==> src/rtl/uart_tx_stream_pkg.sv <==
// Shared types and helpers for the UART byte-stream transmitter.
package uart_pkg;

  typedef enum logic [2:0] {
    ST_IDLE,
    ST_START,
    ST_DATA,
    ST_PARITY,
    ST_STOP
  } state_t;

  localparam int unsigned PAR_NONE = 0;
  localparam int unsigned PAR_EVEN = 1;
  localparam int unsigned PAR_ODD  = 2;

  // Line level for the parity slot; PAR_NONE yields the idle level.
  function automatic logic parity_bit(input logic [7:0] d, input int unsigned mode);
    logic p;
    p = 1'b1;
    if (mode == PAR_EVEN)
      p = ^d;
    else if (mode == PAR_ODD)
      p = ~(^d);
    return p;
  endfunction

endpackage

==> src/rtl/uart_tx_stream_if.sv <==
// Byte-stream handshake between the loader (master) and the UART transmitter (slave).
interface uart_tx_stream_if;
  logic       in_valid;
  logic [7:0] in_data;
  logic       in_ack;

  modport master (output in_valid, output in_data, input in_ack);
  modport slave  (input in_valid, input in_data, output in_ack);
endinterface

==> src/rtl/uart_tx_stream_sync_fifo.sv <==
// Single-clock FIFO; pointers carry an extra wrap bit to tell full from empty.
module sync_fifo #(
  parameter int unsigned WIDTH = 8,
  parameter int unsigned AW    = 4
) (
  input  logic             clk,
  input  logic             rst,
  input  logic             push,
  input  logic             pop,
  input  logic [WIDTH-1:0] din,
  output logic [WIDTH-1:0] dout,
  output logic             full,
  output logic             empty,
  output logic [AW:0]      level
);

  localparam int unsigned DEPTH = 2 ** AW;
  localparam logic [AW:0] ONE   = {{AW{1'b0}}, 1'b1};

  logic [WIDTH-1:0] mem [DEPTH];
  logic [AW:0]      wr_ptr;
  logic [AW:0]      rd_ptr;
  logic             do_push;
  logic             do_pop;

  assign empty   = (wr_ptr == rd_ptr);
  assign full    = (wr_ptr[AW] != rd_ptr[AW]) && (wr_ptr[AW-1:0] == rd_ptr[AW-1:0]);
  assign do_push = push & ~full;
  assign do_pop  = pop & ~empty;
  assign dout    = mem[rd_ptr[AW-1:0]];

  always_ff @(posedge clk) begin
    if (do_push)
      mem[wr_ptr[AW-1:0]] <= din;
  end

  always_ff @(posedge clk) begin
    if (rst) begin
      wr_ptr <= '0;
      rd_ptr <= '0;
      level  <= '0;
    end else begin
      if (do_push)
        wr_ptr <= wr_ptr + ONE;
      if (do_pop)
        rd_ptr <= rd_ptr + ONE;
      case ({do_push, do_pop})
        2'b10:   level <= level + ONE;
        2'b01:   level <= level - ONE;
        default: level <= level;
      endcase
    end
  end

endmodule

==> src/rtl/uart_tx_stream.sv <==
// Buffers handshaked bytes in a FIFO and serialises them LSB-first on a UART TX line.
module uart_tx_stream
  import uart_pkg::*;
#(
  parameter int unsigned DIV       = 104,
  parameter int unsigned FIFO_AW   = 4,
  parameter int unsigned PARITY    = 0,
  parameter int unsigned STOP_BITS = 1
) (
  input  logic                clk,
  input  logic                rst,
  uart_tx_stream_if.slave     up,
  output logic                tx,
  output logic                busy,
  output logic [FIFO_AW:0]    fifo_level
);

  localparam logic [15:0] RELOAD    = 16'(DIV - 1);
  localparam logic        STOP_LAST = (STOP_BITS == 2);

  state_t      state, state_n;
  logic [15:0] baud, baud_n;
  logic [2:0]  bit_cnt, bit_n;
  logic        stop_cnt, stop_n;
  logic [7:0]  sh, sh_n;
  logic        par, par_n;
  logic        tx_n;
  logic        busy_d;
  logic        bit_done;
  logic        push;
  logic        pop;
  logic        fifo_full;
  logic        fifo_empty;
  logic [7:0]  fifo_dout;

  assign up.in_ack = up.in_valid & ~fifo_full & ~rst;
  assign push      = up.in_ack;

  sync_fifo #(
    .WIDTH (8),
    .AW    (FIFO_AW)
  ) u_fifo (
    .clk   (clk),
    .rst   (rst),
    .push  (push),
    .pop   (pop),
    .din   (up.in_data),
    .dout  (fifo_dout),
    .full  (fifo_full),
    .empty (fifo_empty),
    .level (fifo_level)
  );

  // tx is registered from the current state, so the line trails the FSM by one cycle.
  always_comb begin
    state_n  = state;
    baud_n   = baud;
    bit_n    = bit_cnt;
    stop_n   = stop_cnt;
    sh_n     = sh;
    par_n    = par;
    pop      = 1'b0;
    tx_n     = 1'b1;
    bit_done = (baud == '0);
    if (!bit_done)
      baud_n = baud - 16'd1;

    case (state)
      ST_IDLE: begin
        tx_n = 1'b1;
        if (!fifo_empty) begin
          pop     = 1'b1;
          sh_n    = fifo_dout;
          par_n   = parity_bit(fifo_dout, PARITY);
          baud_n  = RELOAD;
          state_n = ST_START;
        end
      end
      ST_START: begin
        tx_n = 1'b0;
        if (bit_done) begin
          baud_n  = RELOAD;
          bit_n   = '0;
          state_n = ST_DATA;
        end
      end
      ST_DATA: begin
        tx_n = sh[0];
        if (bit_done) begin
          sh_n   = {1'b0, sh[7:1]};
          baud_n = RELOAD;
          if (bit_cnt == 3'd7) begin
            stop_n  = 1'b0;
            state_n = (PARITY != PAR_NONE) ? ST_PARITY : ST_STOP;
          end else begin
            bit_n = bit_cnt + 3'd1;
          end
        end
      end
      ST_PARITY: begin
        tx_n = par;
        if (bit_done) begin
          baud_n  = RELOAD;
          stop_n  = 1'b0;
          state_n = ST_STOP;
        end
      end
      ST_STOP: begin
        tx_n = 1'b1;
        if (bit_done) begin
          if (stop_cnt != STOP_LAST) begin
            stop_n = 1'b1;
            baud_n = RELOAD;
          end else if (!fifo_empty) begin
            // Back-to-back: pop on the final stop cycle so the next start bit follows directly.
            pop     = 1'b1;
            sh_n    = fifo_dout;
            par_n   = parity_bit(fifo_dout, PARITY);
            baud_n  = RELOAD;
            state_n = ST_START;
          end else begin
            state_n = ST_IDLE;
          end
        end
      end
      default: state_n = ST_IDLE;
    endcase

    busy_d = push | ~fifo_empty | (state != ST_IDLE);
  end

  always_ff @(posedge clk) begin
    if (rst) begin
      state    <= ST_IDLE;
      baud     <= '0;
      bit_cnt  <= '0;
      stop_cnt <= 1'b0;
      sh       <= '0;
      par      <= 1'b0;
      tx       <= 1'b1;
      busy     <= 1'b0;
    end else begin
      state    <= state_n;
      baud     <= baud_n;
      bit_cnt  <= bit_n;
      stop_cnt <= stop_n;
      sh       <= sh_n;
      par      <= par_n;
      tx       <= tx_n;
      busy     <= busy_d;
    end
  end

endmodule

==> src/flat_wrapper.sv <==
// flat-port wrapper written by rule: the top's interface ports become plain ports
module uart_tx_stream_flat import uart_pkg::*;
#(
  parameter int unsigned DIV       = 104,
  parameter int unsigned FIFO_AW   = 4,
  parameter int unsigned PARITY    = 0,
  parameter int unsigned STOP_BITS = 1
)
  (clk, rst, tx, busy, fifo_level, up_in_valid, up_in_data, up_in_ack);
  uart_tx_stream_if up_i ();
  input  logic clk;
  input  logic rst;
  output logic tx;
  output logic busy;
  output logic [FIFO_AW:0] fifo_level;
  input wire logic [$bits(up_i.in_valid)-1:0] up_in_valid;
  input wire logic [$bits(up_i.in_data)-1:0] up_in_data;
  output wire logic [$bits(up_i.in_ack)-1:0] up_in_ack;
  assign up_i.in_valid = up_in_valid;
  assign up_i.in_data = up_in_data;
  assign up_in_ack = up_i.in_ack;
  uart_tx_stream #(.DIV(DIV), .FIFO_AW(FIFO_AW), .PARITY(PARITY), .STOP_BITS(STOP_BITS)) u_core (.clk(clk), .rst(rst), .up(up_i), .tx(tx), .busy(busy), .fifo_level(fifo_level));
endmodule
==> config.mk <==
export PLATFORM = sky130hd
export DESIGN_NAME = uart_tx_stream_flat
export DESIGN_NICKNAME = d
export VERILOG_FILES = /design/src/rtl/uart_tx_stream_pkg.sv /design/src/rtl/uart_tx_stream_if.sv /design/src/rtl/uart_tx_stream_sync_fifo.sv /design/src/rtl/uart_tx_stream.sv /design/src/flat_wrapper.sv
export SDC_FILE = /design/constraint.sdc
export NUM_CORES = 1
export LEC_CHECK = 0
export CAP_MARGIN = 20
export CORE_UTILIZATION = 61
export CTS_CLUSTER_SIZE = 25
export DETAILED_ROUTE_END_ITERATION = 10
export PLACE_DENSITY = 0.9
export REMOVE_ABC_BUFFERS = 1
export SLEW_MARGIN = 0
export SYNTH_ARGS = -nofsm -noshare
export SYNTH_HDL_FRONTEND = slang
export SYNTH_SLANG_ARGS = --single-unit
==> constraint.sdc <==
create_clock -name clk -period 4.7 [get_ports clk]
set_clock_uncertainty 0.1 [all_clocks]
set_input_delay 1.41 -clock clk [delete_from_list [all_inputs] [get_ports clk]]
set_output_delay 1.41 -clock clk [all_outputs]
set_load 0.01 [all_outputs]
[Word level (Yosys, flattened, before mapping)]
Memories as Yosys holds them, arrays and structs flattened. A register that Yosys moved wholly into a read port is not among the register bits.
Index checks and enable logic that the tools add are counted.
Word-level totals
  output and inout bits: 8
  register bits after elaboration: 49
  memory bits (writable): 128
  memory bits (read-only): 0
  logic and storage cells: 104
  input bits: 11
  latch bits: 0
  memories: 1
Operators by class
  muxes and demuxes: 44
  order comparisons: 0
  $mul: 0
  eq/ne operators: 18
  shifts and indexed selects: 0
  add/sub/neg operators: 6
  div/mod/pow operators: 0
  reduce and logical (&&, ||, !) cells: 15
  bitwise gates (word level): 9
Memory list
  u_core.u_fifo.mem: words 16, width 8, rd ports 1, clocked after memory_dff 1, write ports 1, line uart_tx_stream_sync_fifo.sv:20  | logic [WIDTH-1:0] mem [DEPTH];
Operator list (count)
  16-bit 2-to-1 mux: 5
  16-bit one-hot mux with 3 select lines: 1
  8-bit 2-to-1 mux: 4
  3-bit 2-to-1 mux: 10
  8-bit one-hot mux with 3 select lines: 1
  16-bit zero test: 1
  16-bit by 1-bit subtractor with 16-bit output (second input constant): 1
  5-bit by 1-bit adder with 5-bit output (second input constant): 3
  3-bit one-hot mux with 5 select lines: 1
  1-bit 2-to-1 mux: 14
  2-bit by 1-bit != test with 1-bit output (second input constant): 5
  5-bit one-hot mux with 2 select lines: 1
  3-bit nonzero test: 3
  4-bit 2-to-1 mux: 2
  4-bit AND reduction: 2
  7-bit AND reduction: 1
  3-bit by 2-bit == test with 1-bit output (second input constant): 2
  3-bit == test (second input constant): 2
  2-bit != test (second input constant): 3
  1-bit one-hot mux with 3 select lines: 2
  3-bit one-hot mux with 2 select lines: 1
  2-bit nonzero test: 3
  5-bit == test: 1
  5-bit AND reduction: 1
  15 further kinds: 22

[Logic depth before layout (Yosys ltp)]
Gate-level depths: netlist of the first run.
  depth in word-level cells: 8
  depth in mapped cells: 15
  depth with buffers taken out: 14

[Modules after synthesis]
From an unflattened synthesis of the first run, not the netlist that was laid out.
Unflattened totals
  cells, all modules: 536
  area total of the unflattened synthesis: 7752.4 sq um
By module, submodules not included
  sync_fifo: area each 6044.5 sq um, seq. area each 4224.1 sq um, cells an instance 331, times used 1
  uart_tx_stream: area each 1707.9 sq um, seq. area each 660.6 sq um, cells an instance 205, times used 1

[Least setup slack after synthesis of the first run]
No wires, ideal clock.
  kind: input to register
  from: input port rst
  to: register u_core.u_fifo.level[4]
  slack: 807 ps
  buffers on the path: 1
  required time: 4479 ps
  stages: 11
  data arrival time: 3671 ps
  library setup time: 121 ps
  cell sequence: clkbuf_1 nand2b_1 a21o_1 ha_1 xor2_1 ha_1 a31oi_1 o41ai_4 o21ai_0 or3b_1 mux2_4
Between the ends
  word-level cells in the longest chain between the ends: 5
  elaborated cells on any way between the ends: 7
  classes of those cells: eq/ne: 2; mux: 1; bitwise: 3; reduce/logical: 1
Ends and longest elaborated chain
  start: declaration: line flat_wrapper.sv:12  | input logic rst;
  1-bit inverter: line uart_tx_stream.sv:36  | assign up.in_ack = up.in_valid & ~fifo_full & ~rst;
  1-bit AND: line uart_tx_stream.sv:36
  1-bit AND: line uart_tx_stream_sync_fifo.sv:28  | assign do_push = push & ~full;
  2-bit by 1-bit == test with 1-bit output or 2-bit == test (tied branches): line uart_tx_stream_sync_fifo.sv:47  | case ({do_push, do_pop})
  5-bit one-hot mux with 2 select lines or 2-bit nonzero test (tied branches)
  end signal: assignment: line uart_tx_stream_sync_fifo.sv:48  | 2'b10: level <= level + ONE;
  end signal: assignment: line uart_tx_stream_sync_fifo.sv:49  | 2'b01: level <= level - ONE;
  end signal: assignment: line uart_tx_stream_sync_fifo.sv:50  | default: level <= level;
  end: declaration: line uart_tx_stream_sync_fifo.sv:14  | output logic [AW:0] level
Several ways; a longest one is shown, not always the timed one.
A chain may end at the register's enable or synchronous reset.

[Worst setup path in the final report of the first run]
  from: input port up_in_valid
  to: output port up_in_ack
Between the ends
  word-level cells in the longest chain between the ends: 2
Ends and longest elaborated chain
  start: declaration: line flat_wrapper.sv:16  | input wire logic [$bits(up_i.in_valid)-1:0] up_in_valid;
  1-bit AND (2 in a row): line uart_tx_stream.sv:36
  end: declaration: line flat_wrapper.sv:18  | output wire logic [$bits(up_i.in_ack)-1:0] up_in_ack;
No other way between the ends.

==> metrics.txt, run 1 <==
total of buffers placed on input and output ports 18; most numerous cell in the Yosys netlist edfxtp_1; ports placed on the boundary 19; final standard cell utilization of the core 70.9%; critical path data required time 3.19 ns; kind of critical path in -> out; antenna violation net count after detailed routing 0; clock tree from TritonCTS done; clk sink count 180; count of state elements after synthesis 180; number of hold buffers added after CTS 0; transition time at the pin with the least slew margin 1.06 ns; setup-violating endpoint count in the final report 0; Rows 40; clock slew seen by the registers of the worst setup and hold paths 0.07 ns; Pleak 2.85 nW; final clock period utilization by the worst path 95.7%; top cell type's share of synthesized area 50.6%; proportion of register bits with asynchronous set or reset after synthesis 0%; dominant cell type by area after synthesis edfxtp_1; Primary FF master, synth edfxtp_1; nets@finish 581; chip width 114 microns; top area cells in the synthesized netlist edfxtp_1 51%, dfxtp_1 14%, mux4_2 9.8%; setup TNS 0 ns; launching point of the worst reg2reg path u_core.baud[0]$_SDFF_PP0_; relative area change from synthesis to final layout 12.5%; max-cap viol count 0; minimum setup slack after placement 0.241 ns; CP Data Arrival Time 2.99 ns; Die Outline Area 12900 sq um; cell types with the highest counts after synthesis 128 x edfxtp_1, 72 x nor2_1, 52 x dfxtp_1, 33 x mux4_2, 26 x nand2_1; number of buffers and inverters on the critical path 3; clock latency of the later-clocked register in the worst-skew pair 0.43 ns; Worst Setup Slack, final 0.204 ns; Avg Cell Area, Syn 14.4 sq um; GP Congestion 0.824; delay-heaviest family, CP buffers and inverters; worst vdd ir 0.537 mV; status finished clean; fmax 0.222 GHz; overflow left after global routing 0; clock tree root driver cell clkbuf_16; final routed wire length divided by cell count 20.2 microns; wire length of the first global-routing pass 23300 microns; residual DRC count 0; cell-by-cell trace of the critical path clkdlybuf4s50_1 > nand2b_1 > a21o_1 > inv_1 > clkdlybuf4s50_1; hold wc startpoint u_core.bit_cnt[1]$_SDFFE_PP0P_; most common cell type on the critical path clkdlybuf4s50_1; Slew Limit Headroom 29.0%; TritonCTS Buffers 17; startpoint of the most critical setup path up_in_valid; post-CTS setup buffer count 0; class of the tightest hold or removal check reg -> reg; largest net degree at the start of global routing 46; category of the worst setup path capture point output pin; count of warnings emitted by yosys 0; final max-slew violation count 0; fraction of final layout cells with drive strength greater than 1 16.3%; Die H 114 microns; sequential share of the synthesized area 64.3%; unrepaired setup endpoints after global routing false; drt first pass iters 5; Initial Util 63.0%; number of global-route vias before repair 4541; total of cells resized after clock tree synthesis 0; Core ar. 12100 sq um; fin crit period 4.50 ns; wire length on met3 765 microns; distinct cell type count after synthesis 54; peak fanout along the critical path 7; Startpoint Class primary input; Via-to-Cell Ratio 6.14; longest individual stage delay on the worst path 0.58 ns; DRC violation total after the first TritonRoute iteration 416; number of endpoints with negative hold slack in the final report 0; number of buffers on the longest clock path 2; Pwr per Cell Area 555 nW/um^2; Syn Std Cell Area 7590 sq um; GRT Resource Usage Total 24.9%; detailed-route wire length on metal 1 5910 microns; post-synthesis instance total 529; amount of wire on met2 after detailed routing 7880 microns; dpl hpwl 9720 microns; total wire length after detailed routing 14900 microns; ant diodes 0; initial antenna violation count 0; max layer used met4; H-tree Lvls 4; number of synthesized flops with an enable pin 128; cell with the largest stage delay on the worst path clkdlybuf4s50_1; total via count after detailed routing 4533
## through the flow
stage / instances / hold slack, ns / instance area, sq um / total power [mW]
after floorplan: 505 / 0.330 / 7480 / 3.06
after global placement: 705 / 0.345 / 7980 / 3.34
after detailed placement: 705 / 0.354 / 7980 / 3.42
after CTS: 737 / 0.363 / 8540 / 4.76
after global routing: 738 / 0.395 / 8550 / 4.98
final: 738 / 0.363 / 8550 / 4.75
## power by group
group | internal (mW) | switching (mW) | leakage (nW)
clock network | 0.739 | 0.605 | 0.275
logic | 0.655 | 0.712 | 0.992
registers | 1.84 | 0.199 | 1.58
## tightest hold or removal path: stages, from the launching register on
cell and delay (ns):
dfxtp_1 0.31, nand2_1 0.05, a21oi_1 0.05
## cell type report
| class | count | area (sq um) |
|---|---|---|
| sequential | 180 | 4890 |
| tap | 168 | 210 |
| fill | 747 | 3520 |
| multi-input combinational | 317 | 2570 |
| timing repair buffer | 33 | 293 |
| inverter | 8 | 30.0 |
| clock buffer | 19 | 433 |
| clock inverter | 13 | 125 |
## final timing paths
| kind | to | slack, ns | cells past startpoint |
|---|---|---|---|
| min reg2reg | u_core.bit_cnt[1]$_SDFFE_PP0P_ | 0.36 | 2 |
| min | u_core.bit_cnt[1]$_SDFFE_PP0P_ | 0.36 | 2 |
| max | up_in_ack | 0.20 | 5 |
| max reg2reg | u_core.u_fifo.level[4]$_SDFFE_PP0P_ | 0.57 | 14 |
## metal layers
layer  vias up  track usage (%)
li1       2054                -
met1      2317             29.6
met2       132             43.6
met3        30             6.43
met4         0             9.65
met5         -                0
## sequential cells by signal, indices dropped and copies added (netlist names), named ones only
name / count
u_core.tx: 1
u_core.par: 1
u_core.sh: 8
u_core.u_fifo.wr_ptr: 5
u_core.u_fifo.mem: 128
u_core.busy: 1
u_core.baud: 16
u_core.bit_cnt: 3
u_core.state: 3
u_core.u_fifo.level: 5
u_core.u_fifo.rd_ptr: 5
## placed cells by master (no fill, tap or decap), types with 4 or more instances in the layout
cell	count
mux2i_1	12
nand2b_1	7
inv_1	8
nor4_1	4
clkbuf_16	17
mux4_2	33
dfxtp_1	51
nor2_1	72
o21ai_0	8
buf_4	15
edfxtp_1	128
nor3_1	12
xor2_1	10
nor2b_1	9
nand2_1	26
a211oi_1	23
xnor2_1	19
or3_1	5
a21oi_1	21
clkdlybuf4s50_1	18
ha_1	13
nand4_1	4
## cells by family (layout without fill, tap and decap cells)
family	after synthesis	in the layout	synth area share (%)
buffers and inverters	32	73	1.85
AO/OA/AOI/OAI	67	67	5.97
multiplexers	47	47	11.7
adder cells (fa/ha/maj)	13	13	2.14
AND/OR/NAND/NOR	161	161	10.7
flip-flops	180	180	64.3
XOR/XNOR	29	29	3.34
(Power assumes the default switching activity.)
==> inputs of run 2 (changes only) <==
--- a/config.mk
+++ b/config.mk
@@ -9,6 +9,7 @@
 export CORE_UTILIZATION = 61
 export CTS_CLUSTER_SIZE = 25
 export DETAILED_ROUTE_END_ITERATION = 10
+export MAX_ROUTING_LAYER = met4
 export PLACE_DENSITY = 0.9
 export REMOVE_ABC_BUFFERS = 1
 export SLEW_MARGIN = 0
==> metrics.txt, run 2 (same netlist as run 1, synthesis figures left out) <==
status finished clean; setup TNS 0 ns (unchanged); fin crit period 4.49 ns (-0.00331 ns); power after layout 4.75 mW (about the same); max-cap viol count 0 (unchanged); Core ar. 12100 sq um (unchanged); DRC violation total after the first TritonRoute iteration 453 (+8.9%); H-tree Lvls 4 (unchanged); flip-flop count of the largest register after layout 128 (unchanged); number of endpoints with negative hold slack in the final report 0 (unchanged); clk sink count 180 (unchanged); setup-violating endpoint count in the final report 0 (unchanged); Pwr per Cell Area 555 nW/um^2 (about the same); Rows 40 (unchanged); final standard cell utilization of the core 70.9% (unchanged); initial antenna violation count 0 (unchanged); area taken by multi-input logic gates 2570 sq um (unchanged); TritonCTS Buffers 17 (unchanged); drt first pass iters 7 (+2); Die Outline Area 12900 sq um (unchanged); GRT Resource Usage Total 25.8% (+0.88 points); Startpoint Class primary input; residual DRC count 0 (unchanged); Initial Util 63.0% (unchanged); dpl hpwl 9720 microns (unchanged); final max-slew violation count 0 (unchanged); total via count after detailed routing 4529 (-0.088%); peak fanout along the critical path 7 (unchanged); Die H 114 microns (unchanged); Via-to-Cell Ratio 6.14 (about the same); total of cells resized after clock tree synthesis 0 (unchanged); unrepaired setup endpoints after global routing false; total of buffers placed on input and output ports 18 (unchanged); most common library cell in the layout ignoring fill and taps edfxtp_1; worst vdd ir 0.536 mV (about the same); ports placed on the boundary 19 (unchanged); antenna violation net count after detailed routing 0 (unchanged); chip width 114 microns (unchanged); Pleak 2.85 nW (unchanged); Slew Limit Headroom 29.5% (+0.50 points); wire length of the first global-routing pass 23300 microns (about the same); critical path data required time 3.19 ns (about the same); R2R Setup Slk 0.58 ns (about the same); ant diodes 0 (unchanged); total area of sequential cells 4890 sq um (unchanged); category of the worst setup path capture point output pin; final routed wire length divided by cell count 20.2 microns (about the same); GP Congestion 0.837 (+1.5%); number of hold buffers added after CTS 0 (unchanged); number of global-route vias before repair 4532 (-0.20%); number of buffers on the longest clock path 2 (unchanged); transition time at the pin with the least slew margin 1.06 ns (-0.00749 ns); post-CTS setup buffer count 0 (unchanged); commonest non-fill, non-tap cells in the layout 128 x edfxtp_1, 72 x nor2_1, 51 x dfxtp_1, 33 x mux4_2, 26 x nand2_1; total wire length after detailed routing 14900 microns (about the same); CP Data Arrival Time 2.98 ns (about the same); class of the tightest hold or removal check reg -> reg; fillcell total 747 (unchanged); overflow left after global routing 0 (unchanged); clock tree root driver cell clkbuf_16; clock latency of the later-clocked register in the worst-skew pair 0.43 ns (about the same); relative area change from synthesis to final layout 12.5% (unchanged); clock tree from TritonCTS done; final clock period utilization by the worst path 95.6% (about the same); fmax 0.223 GHz (about the same); clock slew seen by the registers of the worst setup and hold paths 0.07 ns (about the same); nets@finish 581 (unchanged); fraction of final layout cells with drive strength greater than 1 16.3% (unchanged); largest net degree at the start of global routing 46 (unchanged); kind of critical path in -> out
run 2: cell counts in the layout (fill, tap and decap cells not counted):
Identical to the previous run, type by type.
run 2: power by group:
part           internal, mW  switching [mW]  leakage, nW  total, mW
Clock                 0.740           0.603        0.275       1.34
Sequential             1.84           0.199         1.58       2.04
Combinational         0.655           0.712        0.992       1.37
run 2: final timing paths:
| check | start | to | cells after the start |
|---|---|---|---|
| max | up_in_valid | up_in_ack | 5 |
| min | u_core.bit_cnt[1]$_SDFFE_PP0P_ | u_core.bit_cnt[1]$_SDFFE_PP0P_ | 2 |
| max reg2reg | u_core.baud[0]$_SDFF_PP0_ | u_core.u_fifo.level[4]$_SDFFE_PP0P_ | 14 |
| min reg2reg | u_core.bit_cnt[1]$_SDFFE_PP0P_ | u_core.bit_cnt[1]$_SDFFE_PP0P_ | 2 |
run 2: routing by layer:
layer / up-vias / track usage [%] / part of all wire [%]
met1: 2270 / 29.6 / 39
met4: 0 / 9.39 / 2.4
li1: 2056 / - / -
met2: 166 / 43.7 / 53
met5: - / - / 0
met3: 37 / 6.91 / 5.9
run 2: final cells by class:
type	count	area share, %
sequential	180	57.2
multi-input combinational	317	30.1
clock buffer	19	5.07
timing repair buffer	33	3.43
tap	168	2.46
clock inverter	13	1.46
inverter	8	0.351
run 2: critical path, stage by stage:
cell and delay, ns:
clkdlybuf4s50_1 0.50, nand2b_1 0.09, a21o_1 0.19, inv_1 0.20, clkdlybuf4s50_1 0.58
run 2: stage by stage:
stage	hold slack (ns)	worst slack (ns)	instances	instance area, sq um
floorplan	0.330	0.990	505	7480
global placement	0.345	0.278	705	7980
detailed placement	0.354	0.241	705	7980
CTS	0.363	0.224	737	8540
global route	0.395	0.156	738	8550
finish	0.363	0.208	738	8550
==> inputs of run 3 (changes only) <==
--- a/config.mk
+++ b/config.mk
@@ -6,6 +6,7 @@
 export NUM_CORES = 1
 export LEC_CHECK = 0
 export CAP_MARGIN = 20
+export CORE_ASPECT_RATIO = 0.5
 export CORE_UTILIZATION = 61
 export CTS_CLUSTER_SIZE = 25
 export DETAILED_ROUTE_END_ITERATION = 10
==> metrics.txt, run 3 (same netlist as run 1, synthesis figures left out) <==
status finished clean; unrepaired setup endpoints after global routing false; GP Congestion 0.836 (-0.14%); fin crit period 4.35 ns (-0.139 ns); Die H 80.9 microns (-29%); final max-slew violation count 0 (unchanged); delay-heaviest family, CP buffers and inverters; largest net degree at the start of global routing 46 (unchanged); setup TNS 0 ns (unchanged); number of hold buffers added after CTS 0 (unchanged); max-cap viol count 0 (unchanged); clock tree root driver cell clkbuf_16; fmax 0.230 GHz (+3.2%); cell with the largest stage delay on the worst path clkdlybuf4s50_1; final standard cell count with taps included and fillers excluded 737 (-0.14%); setup-violating endpoint count in the final report 0 (unchanged); Startpoint Class primary input; total via count after detailed routing 4797 (+5.9%); number of endpoints with negative hold slack in the final report 0 (unchanged); clock slew seen by the registers of the worst setup and hold paths 0.06 ns (about the same); Slew Limit Headroom 35.1% (+5.7 points); total wire length after detailed routing 17000 microns (+14%); most common library cell in the layout ignoring fill and taps edfxtp_1; number of buffers and inverters on the critical path 3 (unchanged); number of buffers on the longest clock path 2 (unchanged); clock tree from TritonCTS done; number of global-route vias before repair 4599 (+1.5%); dpl hpwl 9750 microns (+0.29%); TritonCTS Buffers 17 (unchanged); clock latency of the later-clocked register in the worst-skew pair 0.44 ns (about the same); GRT Resource Usage Total 28.9% (+3.2 points); overflow left after global routing 0 (unchanged); peak fanout along the critical path 3 (-4); Via-to-Cell Ratio 6.51 (+6.1%); post-CTS setup buffer count 0 (unchanged); DRC violation total after the first TritonRoute iteration 506 (+12%); chip width 160 microns (+41%); flip-flop count of the largest register after layout 128 (unchanged); class of the tightest hold or removal check reg -> reg; worst vdd ir 0.322 mV (-40%); Core ar. 12000 sq um (-0.66%); wire length of the first global-routing pass 26200 microns (+13%); final clock period utilization by the worst path 92.6% (-3.0 points); Rows 28 (-30%); relative area change from synthesis to final layout 12.8%; nets@finish 584 (+0.52%); drt first pass iters 6 (-1); Pwr per Cell Area 563 nW/um^2 (+1.4%); most common cell type on the critical path clkdlybuf4s50_1; ant diodes 0 (unchanged); Initial Util 63.4% (+0.42 points); total of cells resized after clock tree synthesis 0 (unchanged); kind of critical path in -> out; Die Outline Area 12900 sq um (+0.21%); commonest non-fill, non-tap cells in the layout 128 x edfxtp_1, 72 x nor2_1, 51 x dfxtp_1, 33 x mux4_2, 26 x nand2_1; Hold Worst Slack 0.367 ns (+0.00333 ns); final standard cell utilization of the core 71.5% (+0.62 points); fillcell total 703 (-5.9%); final routed wire length divided by cell count 23.0 microns (+14%); ports placed on the boundary 19 (unchanged); Pleak 2.85 nW (about the same); total area of sequential cells 4890 sq um (unchanged); category of the worst setup path capture point output pin; cell-by-cell trace of the critical path clkdlybuf4s50_1 > nand2b_1 > a21o_1 > inv_1 > clkdlybuf4s50_1; number of placed instances with taps included 704 (-0.14%); longest individual stage delay on the worst path 0.55 ns (-0.03 ns); critical path data required time 3.19 ns (about the same); CP Data Arrival Time 2.84 ns (-0.14 ns); transition time at the pin with the least slew margin 0.972 ns (-0.0847 ns); residual DRC count 0 (unchanged); antenna violation net count after detailed routing 0 (unchanged); area taken by multi-input logic gates 2570 sq um (unchanged); H-tree Lvls 4 (unchanged); total of buffers placed on input and output ports 18 (unchanged); clk sink count 180 (unchanged); fraction of final layout cells with drive strength greater than 1 16.8% (+0.47 points); initial antenna violation count 0 (unchanged)
==> run 3: changes by cell type in the layout (fill, tap and decap cells not counted) <==
| cell | change |
|---|---|
| buf_6 | +1 |
| clkinv_2 | -2 |
| clkinv_1 | -1 |
| inv_6 | +2 |
| inv_8 | -2 |
| clkinv_4 | -1 |
| clkinvlp_4 | +3 |
| buf_4 | +2 |
==> run 3: layout make-up <==
type,count,area share (%)
Clock buffer,19,5.06
Sequential cell,180,57.1
Multi-Input combinational cell,317,30.0
Tap cell,165,2.41
Timing Repair Buffer,36,3.73
Clock inverter,12,1.40
Inverter,8,0.351
==> run 3: report_power, final <==
part	leakage [nW]	internal, mW	switching, mW
clock network	0.259	0.737	0.637
registers	1.58	1.84	0.165
logic	1.01	0.659	0.789
total	2.85	3.23	1.59
==> run 3: worst reg2reg max path, delay by kind of cell (launching register included) <==
family,cells,cell delay [ns]
flops,1,0.33
mux,1,0.31
simple gates,5,1.70
compound gates,3,0.64
buf+inv,1,0.10
fa+ha+maj,3,0.76
xor+xnor,1,0.11
==> run 3: per-stage QoR <==
stage          setup WS (ns)  cell area, sq um  power [mW]
2_1_floorplan          0.990              7480        3.06
3_3_place_gp           0.367              7990        3.35
3_5_place_dp           0.333              7990        3.42
4_1_cts                0.341              8540        4.80
5_1_grt                0.268              8560        5.05
6_report               0.346              8560        4.82
==> run 3: worst paths after layout <==
path / depth (start not counted) / to / slack, ns / from
max: 5 / up_in_ack / 0.35 / up_in_valid
min reg2reg: 2 / u_core.bit_cnt[2]$_SDFFE_PP0P_ / 0.37 / u_core.bit_cnt[2]$_SDFFE_PP0P_
max reg2reg: 14 / u_core.u_fifo.level[4]$_SDFFE_PP0P_ / 0.54 / u_core.baud[0]$_SDFF_PP0_
min: 2 / u_core.bit_cnt[2]$_SDFFE_PP0P_ / 0.37 / u_core.bit_cnt[2]$_SDFFE_PP0P_
==> run 3: layer usage <==
metal	routed length (microns)	GRT usage, %	share of wire [%]
met1	6720	35.4	40
met2	8050	45.3	47
met3	1520	7.61	9.0
met4	694	15.1	4.1
met5	0	-	0
